File: src/rtl/alu_arbiter.sv
`default_nettype none
// ============================================================================
// Module      : alu_arbiter
// Description : Round-robin valid/ready arbiter sharing one single-cycle ALU
//               between two requesters; holds each response until accepted.
// Revision    : 1.0 - initial release
// ============================================================================
module alu_arbiter #(
    parameter int WIDTH = 32
) (
    input  logic             clk,
    input  logic             rst_n,
    input  logic             req0_valid,
    output logic             req0_ready,
    input  logic [3:0]       req0_ctrl,
    input  logic [WIDTH-1:0] req0_a,
    input  logic [WIDTH-1:0] req0_b,
    output logic             rsp0_valid,
    input  logic             rsp0_ready,
    output logic [WIDTH-1:0] rsp0_result,
    output logic             rsp0_zero,
    output logic             rsp0_err,
    input  logic             req1_valid,
    output logic             req1_ready,
    input  logic [3:0]       req1_ctrl,
    input  logic [WIDTH-1:0] req1_a,
    input  logic [WIDTH-1:0] req1_b,
    output logic             rsp1_valid,
    input  logic             rsp1_ready,
    output logic [WIDTH-1:0] rsp1_result,
    output logic             rsp1_zero,
    output logic             rsp1_err,
    output logic [3:0]       alu_control,
    output logic [WIDTH-1:0] alu_in_1,
    output logic [WIDTH-1:0] alu_in_2,
    input  logic [WIDTH-1:0] alu_result,
    input  logic             alu_zero,
    output logic             busy
);

    typedef enum logic [1:0] {
        ST_IDLE = 2'd0,
        ST_EXEC = 2'd1,
        ST_RESP = 2'd2
    } state_t;

    state_t             r_state;
    state_t             w_state_nxt;
    logic               r_last;
    logic               r_rsp_id;
    logic [3:0]         r_ctrl;
    logic [WIDTH-1:0]   r_in_1;
    logic [WIDTH-1:0]   r_in_2;
    logic [WIDTH-1:0]   r_result;
    logic               r_zero;
    logic               r_err;
    logic               w_gnt0;
    logic               w_gnt1;
    logic               w_rsp_hs;
    logic               w_supported;

    always_ff @(posedge clk or negedge rst_n) begin
        if (!rst_n) begin
            r_state <= ST_IDLE;
        end else begin
            r_state <= w_state_nxt;
        end
    end

    // r_last names the requester served most recently; it loses the next tie.
    always_comb begin
        w_state_nxt = r_state;
        w_gnt0      = 1'b0;
        w_gnt1      = 1'b0;
        w_rsp_hs    = 1'b0;
        case (r_state)
            ST_IDLE: begin
                w_gnt0 = req0_valid && (!req1_valid || r_last);
                w_gnt1 = req1_valid && (!req0_valid || !r_last);
                if (w_gnt0 || w_gnt1) begin
                    w_state_nxt = ST_EXEC;
                end
            end
            ST_EXEC: begin
                w_state_nxt = ST_RESP;
            end
            ST_RESP: begin
                w_rsp_hs = r_rsp_id ? rsp1_ready : rsp0_ready;
                if (w_rsp_hs) begin
                    w_state_nxt = ST_IDLE;
                end
            end
            default: begin
                w_state_nxt = ST_IDLE;
            end
        endcase
    end

    assign w_supported = (r_ctrl == 4'b0000) || (r_ctrl == 4'b0001) ||
                         (r_ctrl == 4'b0010) || (r_ctrl == 4'b0110) ||
                         (r_ctrl == 4'b0111);

    always_ff @(posedge clk or negedge rst_n) begin
        if (!rst_n) begin
            r_last   <= 1'b1;
            r_rsp_id <= 1'b0;
            r_ctrl   <= 4'b0000;
            r_in_1   <= '0;
            r_in_2   <= '0;
            r_result <= '0;
            r_zero   <= 1'b0;
            r_err    <= 1'b0;
        end else begin
            if (w_gnt0 || w_gnt1) begin
                r_last <= w_gnt1;
                r_ctrl <= w_gnt1 ? req1_ctrl : req0_ctrl;
                r_in_1 <= w_gnt1 ? req1_a    : req0_a;
                r_in_2 <= w_gnt1 ? req1_b    : req0_b;
            end
            if (r_state == ST_EXEC) begin
                r_rsp_id <= r_last;
                r_result <= w_supported ? alu_result : '0;
                r_zero   <= w_supported ? alu_zero   : 1'b1;
                r_err    <= !w_supported;
            end
        end
    end

    // Readies are gated by rst_n so they drop the instant reset asserts.
    assign req0_ready  = w_gnt0 && rst_n;
    assign req1_ready  = w_gnt1 && rst_n;
    assign rsp0_valid  = (r_state == ST_RESP) && !r_rsp_id;
    assign rsp1_valid  = (r_state == ST_RESP) &&  r_rsp_id;
    assign rsp0_result = r_result;
    assign rsp1_result = r_result;
    assign rsp0_zero   = r_zero;
    assign rsp1_zero   = r_zero;
    assign rsp0_err    = r_err;
    assign rsp1_err    = r_err;
    assign alu_control = r_ctrl;
    assign alu_in_1    = r_in_1;
    assign alu_in_2    = r_in_2;
    assign busy        = (r_state != ST_IDLE);

endmodule
`default_nettype wire

File: config.mk
export PLATFORM = sky130hd
export DESIGN_NAME = alu_arbiter
export DESIGN_NICKNAME = d
export VERILOG_FILES = /design/src/rtl/alu_arbiter.sv
export SDC_FILE = /design/constraint.sdc
export NUM_CORES = 1
export LEC_CHECK = 0
export CAP_MARGIN = 20
export CORE_AREA = 2 2 122 124
export CTS_CLUSTER_DIAMETER = 50
export CTS_CLUSTER_SIZE = 24
export DETAILED_ROUTE_END_ITERATION = 16
export DIE_AREA = 0 0 124 126
export GPL_ROUTABILITY_DRIVEN = 0
export PLACE_DENSITY = 0.77
export REMOVE_ABC_BUFFERS = 1
export SLEW_MARGIN = 10
export SYNTH_ARGS = -nofsm -noshare
export SYNTH_HDL_FRONTEND = slang
export SYNTH_SLANG_ARGS = --single-unit
File: constraint.sdc
create_clock -name clk -period 2.14 [get_ports clk]
set_clock_uncertainty 0.15 [all_clocks]
set_input_delay 0.428 -clock clk [delete_from_list [all_inputs] [get_ports clk]]
set_output_delay 0.428 -clock clk [all_outputs]
set_load 0.01 [all_outputs]
; Word-level counts from Yosys, hierarchy flattened
; Index checks and enable logic that the tools add are counted.
[word_totals]
register_bits = 106
in_bits = 175
output_inout_bits = 141
wordCells = 51
[op_classes]
n_eq_ne = 8
muxes = 11
n_reduce_logical = 23
[op_table]
columns = operator, count
row1 = two-way mux 32 bit, 3
row2 = "== test 4 x 3 -> 1 bit, second input constant", 2
row3 = logical OR 1 bit, 8
row4 = logical AND 1 bit, 6
row5 = case mux 2 bit (3 select lines), 1
row6 = logical NOT 1 bit, 5
row7 = "== test 4 x 1 -> 1 bit, second input constant", 1
row8 = "== test 4 x 2 -> 1 bit, second input constant", 1
row9 = logical NOT 4 bit, 1
row10 = two-way mux 1 bit, 4
row11 = two-way mux 2 bit, 2
row12 = two-way mux 4 bit, 1
row13 = "inequality test 2 bit, second input constant", 2
row14 = "== test 2 x 1 -> 1 bit, second input constant", 1
row15 = "== test 2 bit, second input constant", 1
row16 = logical NOT 2 bit, 1
row17 = AND reduction 2 bit, 1
row18 = nonzero test 2 bit, 1

; Longest topological paths before layout
; Gate-level depths: netlist of run 1.
[logic_depth]
ltp_word = 6
depth_mapped = 6
mapped_depth_nobuf = 4

; Worst setup path after synthesis of run 1
; No wires, ideal clock.
[synth_timing]
kind = input-to-output
startpoint = in req1_valid
endpoint = out req0_ready
t_arrival_ns = 1.353
required_ns = 1.562
setup_slack_ns = 0.209
path_stages = 5
n_path_buf = 2
path_cell_list = clkinv_1 clkbuf_1 buf_1 o21ai_0 nor2_1
[synth_via]
elab_chain_cells = 5
[synth_rtl]
columns = element, line
row1 = "start, declared", 23  ; input logic req1_valid,
row2 = logical NOT 1 bit, 78  ; w_gnt0 = req0_valid && (!req1_valid || r_last);
row3 = logical OR 1 bit, 78
row4 = logical AND 1 bit, 78
row5 = two-way mux 1 bit, 76  ; case (r_state)
row6 = logical AND 1 bit, 130  ; assign req0_ready = w_gnt0 && rst_n;
row7 = "end, declared", 14  ; output logic req0_ready,
; No other way between the ends.

; Worst setup path in the final report of run 1
[layout_timing]
startpoint = reg r_last
endpoint = out req1_ready
[layout_via]
elab_chain_cells = 5
[layout_rtl]
columns = element, line
row1 = "start, declared", 49  ; logic r_last;
row2 = "start signal, assigned", 115  ; r_last <= w_gnt1;
row3 = logical NOT 1 bit, 79  ; w_gnt1 = req1_valid && (!req0_valid || !r_last);
row4 = logical OR 1 bit, 79
row5 = logical AND 1 bit, 79
row6 = two-way mux 1 bit, 76
row7 = logical AND 1 bit, 131  ; assign req1_ready = w_gnt1 && rst_n;
row8 = "end, declared", 24  ; output logic req1_ready,
; No other way between the ends.

==> summary.md, run 1 <==
| Metric | Value |
|---|---|
| Status | `completed` |
| First-pass GRT wire length | `31.7 mm` |
| Place WS | `-309 ps` |
| Initial antenna violation count | `0` |
| Setup crit end kind | `primary output` |
| ANT cells | `0` |
| Clock Path Buffers | `2` |
| Critical-path maximum fanout | `4` |
| Vias | `5591` |
| Leakage | `0.00365 uW` |
| Total GRT Usage | `roughly a quarter` |
| Flop pwr share | `29.7%` |
| Switch Pwr | `4760 uW` |
| Final nets | `between 900 and 1k` |
| Setup ws final | `63.0 ps` |
| Unrepaired setup endpoints after global routing | `false` |
| Clock-pin slew on the worst setup and hold paths | `70 ps` |
| CTS Buf Count | `9` |
| Worst hold path class | `primary input to async pin` |
| Port Buffers | `315` |
| Worst skew pair latency | `340 ps` |
| Clk sinks | `106` |
| Switching share of power | `38.1%` |
| Cell internal pwr | `7730 uW` |
| DIE WIDTH | `124 um` |
| Die ar. | `15600 um2` |
| Netlist cell types | `28` |
| DR DRC count | `0` |
| Crit path buffers/inverters | `1` |
| Root buffer cell | `clkbuf_16` |
| Area Growth Syn to Fin | `65.3%` |
| Pwr dens | `1410 nW/um2` |
| Routed Antenna Nets | `0` |
| Starting Density | `37.4%` |
| Top delay family on crit path | `flip-flops` |
| Pin count of the biggest net entering global routing | `70` |
| Startpoint types | `flop` |
| Max Slew Vio Count | `0` |
| # H-tree levels | `3` |
| Pre-antenna DRT Iters | `4` |
| Sequential fraction of the synthesis area | `between 40% and 50%` |
| Max Cap Viol | `0` |
| Yosys reg bits | `106` |
| Vias in the first global route | `between 5k and 6k` |
| Mapped cell area | `around 5400 um2` |
| Fin crit share | `around 97%` |
| Final setup vio count | `0` |
| DR vias/cell | `roughly 5.7` |
| Drt total wl | `21.1 mm` |
| Syn_area_per_cell | `10.0 um2` |
| FMAX | `~0.48 GHz` |
| Synth warn | `0` |
| Reg2Reg Depth | `7` |
| Post-layout util | `roughly three fifths` |
| Worst endpoint required time | `1560 ps` |
| CP max stage delay | `580 ps` |
| WP depth | `4` |
| Cell count after synthesis | `533` |
| Setup Crit Path Kind | `flop to primary output` |
| Worst path cell trace | `nand2_2 -> and3_4 -> and2_1 -> buf_2` |
| I/O Pins | `~320` |
| Clock network fraction of total power | `between 10% and 20%` |
| Final hold viol count | `0` |
| Slowest CP cell | `dfstp_2` |
| DP Wirelength | `13.9 mm` |
| Worst IR Drop VDD | `0.890 mV` |
| Rel. slew slack | `44.8%` |
| CTS tree | `built` |
| FP Rows | `44` |
| Wirelength per Cell | `21.4 um` |
| Worst Tran Pin Value | `828 ps` |
| Comb pwr share | `56.4%` |
| Remaining Overflow, GRT | `0` |
| Fraction of layout cells with a size suffix above 1 | `10.4%` |
| Fin crit period | `between 2000 and 2500 ps` |
| Area of the core | `between 10000 and 15000 um2` |
| First DRT Iteration DRCs | `418` |
| FILL cells | `1159` |
| Die height | `126 um` |
| Critical Path AT | `1500 ps` |
==> metrics by stage <==
step                TNS [ps]  hold WS (ps)  instance area, um2  total power [uW]  cells
CTS                        0           108                8850             12500    984
floorplan            -161830         -17.6                4850              6260    441
global route               0           137                8840             13200    984
detailed placement     -2750           119                8420             10400    959
finish                     0          87.9                8840             12500    984
global placement        -404           117                8420             10200    959
==> state kept, by name, indices dropped and copies added (netlist names) <==
name and cells:
rsp0_err 1, r_last 1, alu_in_1 32, rsp0_zero 1, r_rsp_id 1, alu_in_2 32
rsp0_result 32, alu_control 4, r_state 2
==> per-layer routing <==
metal	global-route usage (%)	vias to the layer above	share of wire (%)
li1	-	2477	-
met1	31.5	2751	38
met2	43.8	305	49
met3	7.79	58	10
met4	12.2	0	3.8
met5	0	-	0
==> repair_timing <==
| action | CTS | global route |
|---|---|---|
| setup buffers | 6 | 0 |
| endpoints found under the hold margin | 6 | 0 |
| endpoints found under the setup margin | 5 | 1 |
| gates resized for setup | 11 | 2 |
| pin swaps | 1 | 0 |
| hold buffers | 1 | 0 |
| gates cloned | 2 | 0 |
==> worst paths after layout <==
path | from | endpoint | slack [ps]
worst max-delay path | r_last | req1_ready | 60
worst min-delay path | rst_n | rsp0_result[8] | 90
worst max register to register | r_state[0] | alu_in_2[0] | 140
worst min register to register | rsp0_result[11] | rsp0_result[11] | 390
max in group asynchronous | rst_n | r_last | 850
min in group clk | rsp0_result[11] | rsp0_result[11] | 390
==> cell families after synthesis <==
group	share of synthesized area, %
AOI/OAI and AO/OA	33.9
muxes	0.210
DFF	49.6
buffers and inverters	14.5
and+or+nand+nor	1.73
==> worst register-to-register path, stage by stage, from the launching register on <==
cell,delay (ps)
dfrtp_1,430
nor2_4,130
buf_4,140
buf_12,100
buf_4,300
nand3_2,160
buf_12,240
o211ai_1,270
==> cell type report <==
class | count | area (um2) | area share, %
well taps | 184 | 230 | 2.60
clock inverters | 5 | 60.1 | 0.679
clock buffers | 11 | 253 | 2.86
repair buffers | 343 | 3430 | 38.8
multi-input cells | 262 | 1940 | 22.0
inverters | 73 | 274 | 3.10
flip-flops and latches | 106 | 2650 | 30.0
==> power by group through the flow <==
stage	clock (uW)	sequential (uW)	combinational, uW
after floorplan	0	4340	1920
after global placement	0	3690	6520
after detailed placement	0	3740	6640
after CTS	1780	3710	7040
after global routing	1880	3820	7500
final	1730	3720	7050
==> synthesized netlist by cell type, drive strengths merged <==
cell type	n	share of area [%]
clkinv	1	0.070
a22o	32	5.8
nand3	1	0.093
o2111ai	68	11
o211ai	68	9.5
inv	72	5.1
a2111oi	1	0.51
buf	47	6.2
a21o	1	0.14
nor2	9	0.68
dfstp	1	0.49
a21oi	1	0.093
nand2	3	0.21
mux2	1	0.21
nor2b	1	0.12
clkbuf	45	3.2
nand2b	2	0.23
and3	1	0.12
and2	1	0.12
dfrtp	105	49
o21ai	71	6.6
and3b	1	0.16
==> cell usage in the layout, fill, tap and decap left out, types with 3 or more instances in the layout <==
master,n
dfrtp_1,105
a22o_1,6
nor2_1,7
buf_12,3
clkbuf_16,9
dlygate4sd2_1,4
buf_4,23
o2111ai_1,68
o21ai_0,71
inv_1,71
clkdlybuf4s50_1,307
a22o_2,26
o211ai_1,68
Note: power is estimated with default switching activity, not from simulation.
==> run 2, diff against run 1 <==
Settings changed: CORE_AREA 2 2 122 124 to 2 2 121 123, DIE_AREA 0 0 124 126 to 0 0 123 125, PLACE_DENSITY 0.77 to 0.78.
Clock period 2.14 ns to 2.7 ns, I/O delays scaled along.
==> summary.md, run 2 (synthesis results as in run 1) <==
| Metric | Value |
|---|---|
| Commonest non-fill, non-tap cell in the layout | `clkdlybuf4s50_1` |
| Max Slew Vio Count | `0` |
| Crit path buffers/inverters | `2` |
| CTS tree | `built` |
| Starting Density | `37.7%` |
| Setup crit end kind | `primary output` |
| Fraction of layout cells with a size suffix above 1 | `8.49%` |
| Post-route setup TNS | `0 ps` |
| Worst Tran Pin Value | `843 ps` |
| Area Growth Syn to Fin | `61.4%` |
| Worst setup path start | `req1_valid` |
| Clock Path Buffers | `2` |
| Final setup vio count | `0` |
| DR DRC count | `0` |
| Resized cells post-CTS | `0` |
| Setup Crit Path Kind | `primary input to primary output` |
| Critical-path maximum fanout | `3` |
| Met2 usage | `41.4%` |
| Pin count of the biggest net entering global routing | `70` |
| Root buffer cell | `clkbuf_16` |
| Worst IR Drop VDD | `around 0.52 mV` |
| Area of the core | `14200 um2` |
| Pre-antenna DRT Iters | `5` |
| Fin crit share | `96.1%` |
| Worst hold path class | `primary input to async pin` |
| CP dominant cell by count | `clkdlybuf4s50_1` |
| Reg2Reg Launch Point | `r_state[1]` |
| Clock-pin slew on the worst setup and hold paths | `70 ps` |
| DR vias/cell | `5.65` |
| Routed Antenna Nets | `0` |
| Drt total wl | `slightly below 20 mm` |
| ANT cells | `0` |
| Hold_ws | `200 ps` |
| Critical Path AT | `1900 ps` |
| FP Rows | `44` |
| Fin crit period | `2590 ps` |
| CTS Buf Count | `9` |
| Top delay family on crit path | `buffers and inverters` |
| Die ar. | `around 15000 um2` |
| Pwr dens | `1080 nW/um2` |
| FMAX | `~0.39 GHz` |
| First DRT Iteration DRCs | `338` |
| Initial antenna violation count | `1` |
| Rel. slew slack | `43.8%` |
| Unrepaired setup endpoints after global routing | `false` |
| Startpoint types | `primary input` |
| DIE WIDTH | `about 120 um` |
| Worst path cell trace | `clkdlybuf4s50_1 -> and3_1 -> and2_1 -> clkdlybuf4s50_1` |
| CP max stage delay | `roughly 530 ps` |
| # H-tree levels | `3` |
| Final hold viol count | `0` |
| Final nets | `960` |
| Worst endpoint required time | `2010 ps` |
| Max Cap Viol | `0` |
| Vias in the first global route | `5482` |
| Commonest cells after routing, fill and taps aside | `313 x clkdlybuf4s50_1, 105 x dfrtp_1, 71 x o21ai_0, 71 x inv_1` |
| I/O Pins | `316` |
| Total GRT Usage | `24.5%` |
| Port Buffers | `315` |
| Slowest CP cell | `clkdlybuf4s50_1` |
| Vias | `around 5.5k` |
| Die height | `about 130 um` |
| First-pass GRT wire length | `29.6 mm` |
| Wirelength per Cell | `20.3 um` |
| Remaining Overflow, GRT | `0` |
| DP Wirelength | `13.7 mm` |
| Met1 global-route usage | `29.8%` |
| GRT Max-Usage Layer | `met2` |
| Clk sinks | `106` |
| FILL cells | `1163` |
| Leakage | `around 0.0035 uW` |
| Met3 usage | `8.07%` |
| Status | `completed` |
| Worst skew pair latency | `340 ps` |
[run 2: path summary, 6_finish.rpt]
kind	end	slack, ps	cells past startpoint
min reg2reg	alu_in_2[24]	390	2
min in group clk	alu_in_2[24]	390	2
max	req1_ready	110	4
max in group asynchronous	alu_in_2[18]	1140	3
max reg2reg	alu_in_1[31]	810	6
min	alu_control[3]	200	2
[run 2: cell type report]
type / instances / area [um2] / share of cell area, %
Clock buffer: 10 / 229 / 2.65
Sequential cell: 106 / 2650 / 30.7
Timing Repair Buffer: 333 / 3280 / 38.0
Tap cell: 184 / 230 / 2.67
Inverter: 73 / 274 / 3.17
Multi-Input combinational cell: 262 / 1940 / 22.4
Clock inverter: 5 / 31.3 / 0.362
[run 2: stage by stage]
step / std cells / power [uW] / setup slack, ps / instance area [um2] / util [%]
finish: 973 / 9360 / 106 / 8640 / 60.8
global route: 973 / 9890 / 30.5 / 8640 / 60.8
CTS: 973 / 9420 / 113 / 8640 / 60.8
detailed placement: 955 / 8160 / 120 / 8350 / 58.8
global placement: 955 / 8000 / 129 / 8350 / 58.8
floorplan: 441 / 4960 / -1530 / 4850 / -
[run 2: report_power, final]
| group | total, uW | leakage (uW) | internal [uW] | switching, uW |
|---|---|---|---|---|
| Combinational | 5240 | 0.00207 | 2750 | 2480 |
| Sequential | 2930 | 0.00133 | 2380 | 546 |
| Clock | 1200 | 0.000128 | 620 | 577 |
[run 2: routing by layer]
metal	vias to the layer above	part of all wire (%)
met1	2657	37
met2	353	48
met3	35	12
met5	-	0.066
met4	2	2.4
li1	2453	-
[run 2: timing repair]
| item | CTS | global route |
|---|---|---|
| hold buffers | 1 | 0 |
| endpoints found under the setup margin | 1 | 0 |
| endpoints found under the hold margin | 12 | 0 |
| buffers inserted | 2 | 0 |
